<file path="config.mk">
export PLATFORM = sky130hd
export DESIGN_NAME = pipelined_broadcast_tree
export DESIGN_NICKNAME = d
export VERILOG_FILES = /design/src/rtl/broadcast_pkg.sv /design/src/rtl/broadcast_stage.sv /design/src/rtl/pipelined_broadcast_tree.sv
export SDC_FILE = /design/constraint.sdc
export NUM_CORES = 1
export LEC_CHECK = 0
export ABC_AREA = 1
export ABC_CLOCK_PERIOD_IN_PS = 9350
export CORE_AREA = 2 2 662 664
export CTS_CLUSTER_SIZE = 10
export DETAILED_ROUTE_END_ITERATION = 8
export DIE_AREA = 0 0 664 666
export DONT_BUFFER_PORTS = 1
export GPL_TIMING_DRIVEN = 0
export MAX_ROUTING_LAYER = met4
export PLACE_DENSITY = 0.3
export SLEW_MARGIN = 20
export SYNTH_ARGS = -nofsm -noshare
export SYNTH_HDL_FRONTEND = slang
export SYNTH_SLANG_ARGS = --single-unit
export TNS_END_PERCENT = 30
</file>
<file path="constraint.sdc">
create_clock -name clock -period 9.35 [get_ports clock]
set_input_delay 1.87 -clock clock [delete_from_list [all_inputs] [get_ports clock]]
set_output_delay 1.87 -clock clock [all_outputs]
set_load 0.02 [all_outputs]
</file>
<file path="src/rtl/broadcast_pkg.sv">
// Shared sizing helpers for the pipelined broadcast tree.
// Every function here is a constant function, so RTL and bench use them to size levels.
package broadcast_pkg;

  function automatic int ipow(input int base, input int expo);
    int r;
    r = 1;
    for (int i = 0; i < expo; i++) r = r * base;
    return r;
  endfunction

  // Smallest d >= 1 such that fanout^d reaches nodes.
  function automatic int tree_depth(input int nodes, input int fanout);
    int d;
    int p;
    d = 1;
    p = fanout;
    while (p < nodes) begin
      p = p * fanout;
      d = d + 1;
    end
    return d;
  endfunction

  function automatic int level_width(input int nodes, input int fanout, input int level);
    int div;
    div = ipow(fanout, tree_depth(nodes, fanout) - level);
    return (nodes + div - 1) / div;
  endfunction

  // Index of the first register of a level in the flattened register array.
  function automatic int level_offset(input int nodes, input int fanout, input int level);
    int off;
    off = 0;
    for (int l = 1; l < level; l++) off = off + level_width(nodes, fanout, l);
    return off;
  endfunction

endpackage

</file>
<file path="src/rtl/broadcast_stage.sv">
// One tree register: a valid bit plus its payload, with synchronous valid flush.
module broadcast_stage #(
  parameter int MESSAGE_WIDTH = 16
) (
  input  logic                     clock,
  input  logic                     reset,
  input  logic                     i_flush,
  input  logic                     i_vld,
  input  logic [MESSAGE_WIDTH-1:0] i_data,
  output logic                     o_vld,
  output logic [MESSAGE_WIDTH-1:0] o_data
);

  logic                     r_vld;
  logic [MESSAGE_WIDTH-1:0] r_data;

  // Payload is captured every cycle; flush only touches the valid.
  always_ff @(posedge clock or posedge reset) begin
    if (reset) begin
      r_vld  <= 1'b0;
      r_data <= '0;
    end else begin
      r_vld  <= i_vld & ~i_flush;
      r_data <= i_data;
    end
  end

  assign o_vld  = r_vld;
  assign o_data = r_data;

endmodule

</file>
<file path="src/rtl/pipelined_broadcast_tree.sv">
// Registered fanout tree copying one message to NODES outputs, each register driving
// at most MAX_FANOUT registers, with a fixed latency of DEPTH cycles.
module pipelined_broadcast_tree
  import broadcast_pkg::*;
#(
  parameter int MESSAGE_WIDTH = 16,
  parameter int MAX_FANOUT    = 3,
  parameter int NODES         = 100,
  localparam int DEPTH        = tree_depth(NODES, MAX_FANOUT),
  localparam int CNT_W        = $clog2(DEPTH + 1)
) (
  input  logic                     clock,
  input  logic                     reset,
  input  logic                     flush,
  input  logic [MESSAGE_WIDTH-1:0] message,
  input  logic                     message_valid,
  output logic [MESSAGE_WIDTH-1:0] outputs [0:NODES-1],
  output logic [NODES-1:0]         output_valids,
  output logic [CNT_W-1:0]         in_flight,
  output logic                     idle
);

  localparam int TOTAL    = level_offset(NODES, MAX_FANOUT, DEPTH + 1);
  localparam int LEAF_OFF = level_offset(NODES, MAX_FANOUT, DEPTH);

  logic [TOTAL-1:0]         w_vld;
  logic [MESSAGE_WIDTH-1:0] w_data [TOTAL];
  logic                     w_leaf_vld;
  logic [CNT_W-1:0]         r_in_flight;

  for (genvar l = 1; l <= DEPTH; l++) begin : g_lvl
    localparam int OFF = level_offset(NODES, MAX_FANOUT, l);
    for (genvar j = 0; j < level_width(NODES, MAX_FANOUT, l); j++) begin : g_reg
      logic                     w_src_vld;
      logic [MESSAGE_WIDTH-1:0] w_src_data;
      if (l == 1) begin : g_root
        assign w_src_vld  = message_valid;
        assign w_src_data = message;
      end else begin : g_child
        localparam int PARENT = level_offset(NODES, MAX_FANOUT, l - 1) + j / MAX_FANOUT;
        assign w_src_vld  = w_vld[PARENT];
        assign w_src_data = w_data[PARENT];
      end
      broadcast_stage #(.MESSAGE_WIDTH(MESSAGE_WIDTH)) u_stage (
        .clock  (clock),
        .reset  (reset),
        .i_flush(flush),
        .i_vld  (w_src_vld),
        .i_data (w_src_data),
        .o_vld  (w_vld[OFF + j]),
        .o_data (w_data[OFF + j])
      );
    end
  end

  for (genvar i = 0; i < NODES; i++) begin : g_out
    assign outputs[i]       = w_data[LEAF_OFF + i];
    assign output_valids[i] = w_vld[LEAF_OFF + i];
  end

  // All leaf valids are identical, so any one marks a message leaving the tree.
  assign w_leaf_vld = w_vld[LEAF_OFF];

  always_ff @(posedge clock or posedge reset) begin
    if (reset) begin
      r_in_flight <= '0;
    end else if (flush) begin
      r_in_flight <= '0;
    end else if (message_valid && !w_leaf_vld) begin
      r_in_flight <= r_in_flight + CNT_W'(1);
    end else if (!message_valid && w_leaf_vld) begin
      r_in_flight <= r_in_flight - CNT_W'(1);
    end
  end

  assign in_flight = r_in_flight;
  assign idle      = (r_in_flight == '0);

endmodule

</file>
# == Yosys cells after proc, flatten, opt, wreduce, memory -nomap -nowiden ==
# Index checks and enable logic that the tools add are counted.
# W data, S select, Z words.
# totals
ff_bits,88
elab_cells,28
out_inout_bits,1704
# classes
bitwise_logic,6
n_reduce_logical,6
n_mux,3
addsub,2
# ops
op,n
$mux W3,3
$and A1 B1 Y1,5
$add A3 B1 Y3 const B,1
$logic_not A3 Y1,1
$reduce_bool A3 Y1,1
$sub A3 B1 Y3 const B,1
$logic_and A1 B1 Y1,2
$logic_not A1 Y1,2
$not A1 Y1,1

# == Longest topological paths before layout ==
# Gate-level depths: netlist of run 1.
# logic_depth
ltp_word,5
ltp_mapped,10
depth_no_buf,10

# == By module ==
# Synthesis of run 1 repeated with hierarchy kept, for this count alone.
# hier_totals
hier_cells,3075
area_unflattened_um2,67003.0
# modules_own_cells
mod,instances,cells_each,area_per_inst_um2
broadcast_stage,152,20,439.2
pipelined_broadcast_tree,1,35,249.0

# == Worst setup path after synthesis of run 1 ==
# No wires, ideal clock.
# synth_timing
path_kind,register -> output
start,register g_lvl[5].g_reg[99].u_stage.o_data[8] (netlist name)
end,output outputs[1000] (netlist bit)
required_ns,7.480
stages_incl_launch_ff,2
arrival_ns,2.264
setup_slack_ns,5.216
cell_sequence,dfrtp_1 buf_4
# synth_lines
element,line,text
end: declaration,pipelined_broadcast_tree.sv:17,"output logic [MESSAGE_WIDTH-1:0] outputs [0:NODES-1],"

==> flow_metrics.env, run 1 <==
export IMPL_status="complete, no violations"
export IMPL_hold_buffers=0
export IMPL_worst_ep_arrival_time_ns=2.06
export IMPL_finalWirelength_um=43600
export IMPL_drv_slew=0
export IMPL_clock_skew_ns=0.0325
export IMPL_ys_warn_count=0
export IMPL_drc=0
export IMPL_crit_type="reg2out"
export IMPL_syn_inst=1809
export IMPL_fmax_mhz=254
export IMPL_multiInputGateArea_um2=126
export IMPL_area_sequential_um2=2270
export IMPL_die_x_um=664
export IMPL_cts_tree="yes"
export IMPL_ys_seq_area_share_pct=14.7
export IMPL_mostFrequentLayoutCells="1,684 x buf_4, 71 x dfrtp_1, 18 x buf_16"
export IMPL_crit_path_max_fanout=64
export IMPL_synth_xor_area_share_pct=0
export IMPL_hp_class="reg2reg"
export IMPL_syn_area_um2=15000
export IMPL_wl_per_cell_um=5.73
export IMPL_grt_usage_pct=1.63
export IMPL_synth_nets=1830
export IMPL_required_ns=7.48
export IMPL_postSynthAreaPerCell_um2=8.30
export IMPL_num_rows=243
export IMPL_n_fill_cell=51200
export IMPL_synth_compound_area_share_pct=0.0333
export IMPL_grt_use_met3_pct=0.405
export IMPL_ant_nets=0
export IMPL_vias=8357
export IMPL_synth_cell_types=13
export IMPL_drtIter0Drc=149
export IMPL_yosys_area_share_simple_pct=0.675
export IMPL_port_buffers=0
export IMPL_gp_congestion=0.585
export IMPL_slew_headroom_pct=47.8
export IMPL_synth_adder_area_share_pct=0.133
export IMPL_cp_end_kind="output port"
export IMPL_numClockSinks=88
export IMPL_ir_worst_vdd_v=0.0000568
export IMPL_report_final_hold_viol_count=0
export IMPL_met1_usage_pct=1.58
export IMPL_post_cts_buffers=0
export IMPL_grt_antenna_before_repair=2
export IMPL_syn2layout_area_growth_pct=53.9
export IMPL_die_area_um2=442000
export IMPL_hold_ws_ns=0.333
export IMPL_synth_top_family_by_area="buffers and inverters"
export IMPL_busiest_layer="met2"
export IMPL_htree_levels=3
export IMPL_maxCapViolations=0
export IMPL_synth_area_leader_cell="buf_4"
export IMPL_firstDrtPassIters=5
export IMPL_final_common_cell="buf_4"
export IMPL_drive_gt1_share_pct=94.4
export IMPL_synth_top_area_share_pct=84.2
export IMPL_tns_ns=0
export IMPL_total_power_mw=2.03
export IMPL_via_per_inst=1.10
export IMPL_tightest_slew_ns=0.783
export IMPL_start_util_pct=3.44
export IMPL_overflow=0
export IMPL_ys_seq_elements=88
export IMPL_cellLeakagePower_nw=9.65
export IMPL_num_io_pins=1724
export IMPL_rsz0062_at_grt="no"
export IMPL_first_global_vias=5392
export IMPL_use_met2_pct=3.13
export IMPL_hpwl_um=36100
export IMPL_clk_pin_slew_ns=0.12
export IMPL_clk_latency_ns=0.44
export IMPL_core_area_um2=436000
export IMPL_clock_path_buffers=2
export IMPL_period_share_pct=42.0
export IMPL_die_h_um=666
export IMPL_synthTopCellsByArea="buf_4 84%, dfrtp_1 15%, inv_1 0.30%"
export IMPL_setup_viol=0
export IMPL_cts_buffers=9
export IMPL_root_buffer="clkbuf_16"
export IMPL_nets=1860
export IMPL_grt_max_degree=95
export IMPL_post_cts_resized=0
export IMPL_synthMuxAreaShare_pct=0
export IMPL_startpoint_type="register"
export IMPL_grt_pass1_wl_um=48300
export IMPL_power_density_nw_per_um2=87.7
export IMPL_min_period_ns=3.93
## final cells by class
type,count,share of cell area [%]
multi-input cells,24,0.547
plain buffers,1684,54.7
repair buffers,19,2.23
flip-flops and latches,88,9.80
diodes,5,0.0541
well taps,5757,31.2
inverters,13,0.244
clock inverters,6,0.217
clock buffers,10,1.03
## routing by layer
layer / vias to the layer above / wire length [um]
met5: - / 0
met4: 0 / 505
met3: 9 / 3700
met2: 722 / 24800
met1: 3803 / 14600
li1: 3823 / -
## power breakdown
part	internal, mW	leakage, nW	switching, mW	total (mW)
Combinational	0.452	8.50	0.689	1.14
Clock	0.191	0.136	0.231	0.422
Sequential	0.402	1.02	0.0603	0.463
## registers in the layout, summed over array words and instances (netlist names)
register,count
g_lvl.g.u_stage.o_data,80
in_flight,3
g_lvl.g.u_stage.o_vld,5
## Yosys cell counts
master	count
buf_4	1684
dfrtp_1	88
fa_1	1
inv_1	12
inv_2	1
nand2_1	8
nand2_2	1
nand3_1	3
nand3_2	1
nand4_1	2
nor2_1	6
nor3_1	1
o21ai_1	1
## worst max-delay path, cell delays in order (launching register included)
cell and delay [ns]:
dfrtp_4 0.93, buf_16 0.27, buf_4 0.22
## final timing paths
kind | start | to | slack (ns) | cells past startpoint
worst max-delay path | g_lvl[5].g_reg[99].u_stage.o_data[5] | outputs[469] | 5.42 | 2
worst min-delay path | g_lvl[2].g_reg[3].u_stage.o_data[1] | g_lvl[3].g_reg[11].u_stage.o_data[1] | 0.33 | 0
worst max register to register | g_lvl[5].g_reg[82].u_stage.o_vld | in_flight[2] | 7.69 | 10
worst min register to register | g_lvl[2].g_reg[3].u_stage.o_data[1] | g_lvl[3].g_reg[11].u_stage.o_data[1] | 0.33 | 0
max in group asynchronous | reset | g_lvl[5].g_reg[99].u_stage.o_data[9] | 7.10 | 2
min in group asynchronous | reset | g_lvl[4].g_reg[33].u_stage.o_data[1] | 1.26 | 1
## cell families (layout without fill, tap and decap cells)
logic type / Yosys count / count (layout)
flops: 88 / 88
simple gates: 22 / 22
compound gates: 1 / 1
fa+ha+maj: 1 / 1
buf+inv: 1697 / 1732
other cells: 0 / 5
## metrics by stage
stage / utilization [%] / cell area (um^2) / cells / setup WS, ns
after detailed placement: 5.23 / 22800 / 7585 / 5.91
after floorplan: - / 15000 / 1809 / 5.20
after global placement: 5.10 / 22200 / 7566 / 2.49
after CTS: 5.30 / 23100 / 7601 / 5.36
after global routing: 5.30 / 23100 / 7601 / 5.34
final: 5.30 / 23100 / 7606 / 5.42
(Power assumes the default switching activity.)
==> run 2: changes to the inputs <==
Settings changed: ABC_CLOCK_PERIOD_IN_PS 9350 to 3500.
Clock period 9.35 ns to 3.5 ns, I/O delays scaled along.
==> results of run 2 <==
Same layout as run 1 (identical final DEF). Status: complete, no violations.
Main changes from that run: setup slack after placement 5.91 ns -> 1.23 ns; setup slack after layout 5.42 ns -> 0.740 ns; hold slack 0.333 ns -> 0.0915 ns; register-to-register setup slack 7.69 ns -> 1.84 ns; total power 2.03 mW -> 5.41 mW; worst IR drop on VDD 0.0000568 V -> 0.000152 V
==> run 3: changes to the inputs <==
Settings changed: ABC_CLOCK_PERIOD_IN_PS 3500 to 2780.
Clock period 3.5 ns to 2.78 ns, I/O delays scaled along.
==> flow_metrics.env, run 3 (synthesized netlist as in run 1, its figures left out) <==
export IMPL_status="complete, no violations"
export IMPL_power_density_nw_per_um2=291
export IMPL_ir_worst_vdd_v=0.000198
export IMPL_report_final_hold_viol_count=0
export IMPL_drtIter0Drc=163
export IMPL_firstDrtPassIters=4
export IMPL_worst_ep_arrival_time_ns=1.90
export IMPL_hpwl_um=36200
export IMPL_drv_slew=0
export IMPL_numClockSinks=88
export IMPL_tns_ns=0
export IMPL_worst_slack_ns=0.323
export IMPL_core_area_um2=436000
export IMPL_clk_pin_slew_ns=0.09
export IMPL_rsz0062_at_grt="no"
export IMPL_grt_pass1_wl_um=47700
export IMPL_r2r_cells=10
export IMPL_htree_levels=3
export IMPL_clock_path_buffers=2
export IMPL_die_h_um=666
export IMPL_maxCapViolations=0
export IMPL_min_period_ns=2.46
export IMPL_final_common_cell="buf_4"
export IMPL_clk_latency_ns=0.42
export IMPL_grt_antenna_before_repair=5
export IMPL_r2r_end="in_flight[2]"
export IMPL_vias=8410
export IMPL_grt_max_degree=86
export IMPL_mostFrequentLayoutCells="1,685 x buf_4, 71 x dfrtp_1, 19 x buf_16"
export IMPL_crit_buf_inv=2
export IMPL_r2r_start="g_lvl[5].g_reg[82].u_stage.o_vld"
export IMPL_hp_class="in2reg"
export IMPL_n_fill_cell=51200
export IMPL_fin_area_um2=23200
export IMPL_die_area_um2=442000
export IMPL_cts_buffers=9
export IMPL_startpoint_type="register"
export IMPL_dp_worst_setup_slack_ns=0.515
export IMPL_start_util_pct=3.44
export IMPL_cts_tree="yes"
export IMPL_required_ns=2.22
export IMPL_slew_headroom_pct=53.2
export IMPL_crit_family="flip-flops"
export IMPL_clock_skew_ns=0.00966
export IMPL_wl_per_cell_um=5.66
export IMPL_nets=1867
export IMPL_total_power_mw=6.76
export IMPL_port_buffers=0
export IMPL_gp_congestion=0.594
export IMPL_drc=0
export IMPL_finalWirelength_um=43100
export IMPL_dp_cells=7590
export IMPL_num_rows=243
export IMPL_via_per_inst=1.10
export IMPL_die_x_um=664
export IMPL_setup_viol=0
export IMPL_final_cell_count_no_fill=7611
export IMPL_largest_register_ffs=80
export IMPL_root_buffer="clkbuf_16"
export IMPL_crit_type="reg2out"
export IMPL_cp_end_kind="output port"
export IMPL_ant_nets=0
export IMPL_crit_path_max_fanout=61
export IMPL_syn2layout_area_growth_pct=54.6
export IMPL_cp_cell_sequence="buf_16, buf_4"
export IMPL_overflow=0
export IMPL_first_global_vias=5375
export IMPL_num_io_pins=1724
export IMPL_min_to="g_lvl[1].g_reg[1].u_stage.o_data[11]"
export IMPL_tightest_slew_ns=0.702
export IMPL_r2r_slack_ns=1.06
export IMPL_min_from="message[11]"
export IMPL_drive_gt1_share_pct=94.3
export IMPL_hold_depth=0
export IMPL_cp_slowest_cell="dfrtp_4"
export IMPL_fmax_mhz=407
export IMPL_cellLeakagePower_nw=9.71
export IMPL_placed_area_um2=22900
export IMPL_grt_usage_pct=1.62
export IMPL_slowest_delay_ns=0.84
export IMPL_period_share_pct=88.4
run 3: through the flow:
step	utilization (%)	hold WS [ns]
floorplan	-	0.331
global placement	5.10	0.331
detailed placement	5.26	0.335
CTS	5.32	0.0510
global route	5.32	0.0734
finish	5.33	0.139
run 3: how the worst max path moves through the flow:
stage	from	end	slack, ns	depth (start not counted)
2_1_floorplan	g_lvl[5].g_reg[82].u_stage.o_vld	in_flight[2]	-0.22	10
3_3_place_gp	g_lvl[5].g_reg[82].u_stage.o_vld	in_flight[2]	-1.07	10
3_5_place_dp	g_lvl[5].g_reg[99].u_stage.o_data[15]	outputs[479]	0.52	3
4_1_cts	g_lvl[5].g_reg[99].u_stage.o_data[0]	outputs[752]	0.20	2
5_1_grt	g_lvl[5].g_reg[99].u_stage.o_data[0]	outputs[752]	0.19	2
6_report	g_lvl[5].g_reg[99].u_stage.o_data[0]	outputs[752]	0.32	2
run 3: power breakdown:
group	total (mW)	internal, mW	switching (mW)
clock network	1.35	0.619	0.728
logic	3.89	1.54	2.35
registers	1.53	1.35	0.171
total	6.76	3.51	3.25
run 3: layout make-up:
| cell class | count | area [um^2] | share of cell area [%] |
|---|---|---|---|
| antenna | 3 | 7.51 | 0.0323 |
| buffer | 1684 | 12600 | 54.4 |
| clock buffer | 10 | 229 | 0.986 |
| clock inverter | 6 | 51.3 | 0.221 |
| inverter | 13 | 52.6 | 0.226 |
| multi-input combinational | 24 | 126 | 0.544 |
| sequential | 88 | 2270 | 9.76 |
| tap | 5757 | 7200 | 31.0 |
| timing repair buffer | 26 | 641 | 2.76 |
run 3: metal layers:
| layer | part of all wire [%] | up-vias | track usage (%) |
|---|---|---|---|
| met4 | 1.2 | 0 | 0.532 |
| met5 | 0 | - | - |
| met1 | 34 | 3804 | 1.57 |
| met2 | 57 | 766 | 3.11 |
| met3 | 8.7 | 12 | 0.402 |
| li1 | - | 3828 | - |
run 3: what timing repair did:
item | in CTS | in global routing
gates resized for setup | 0 | 0
hold buffers | 1 | 0
endpoints found under the hold margin | 4 | 0
buffers inserted | 1 | 0
endpoints found under the setup margin | 52 | 0
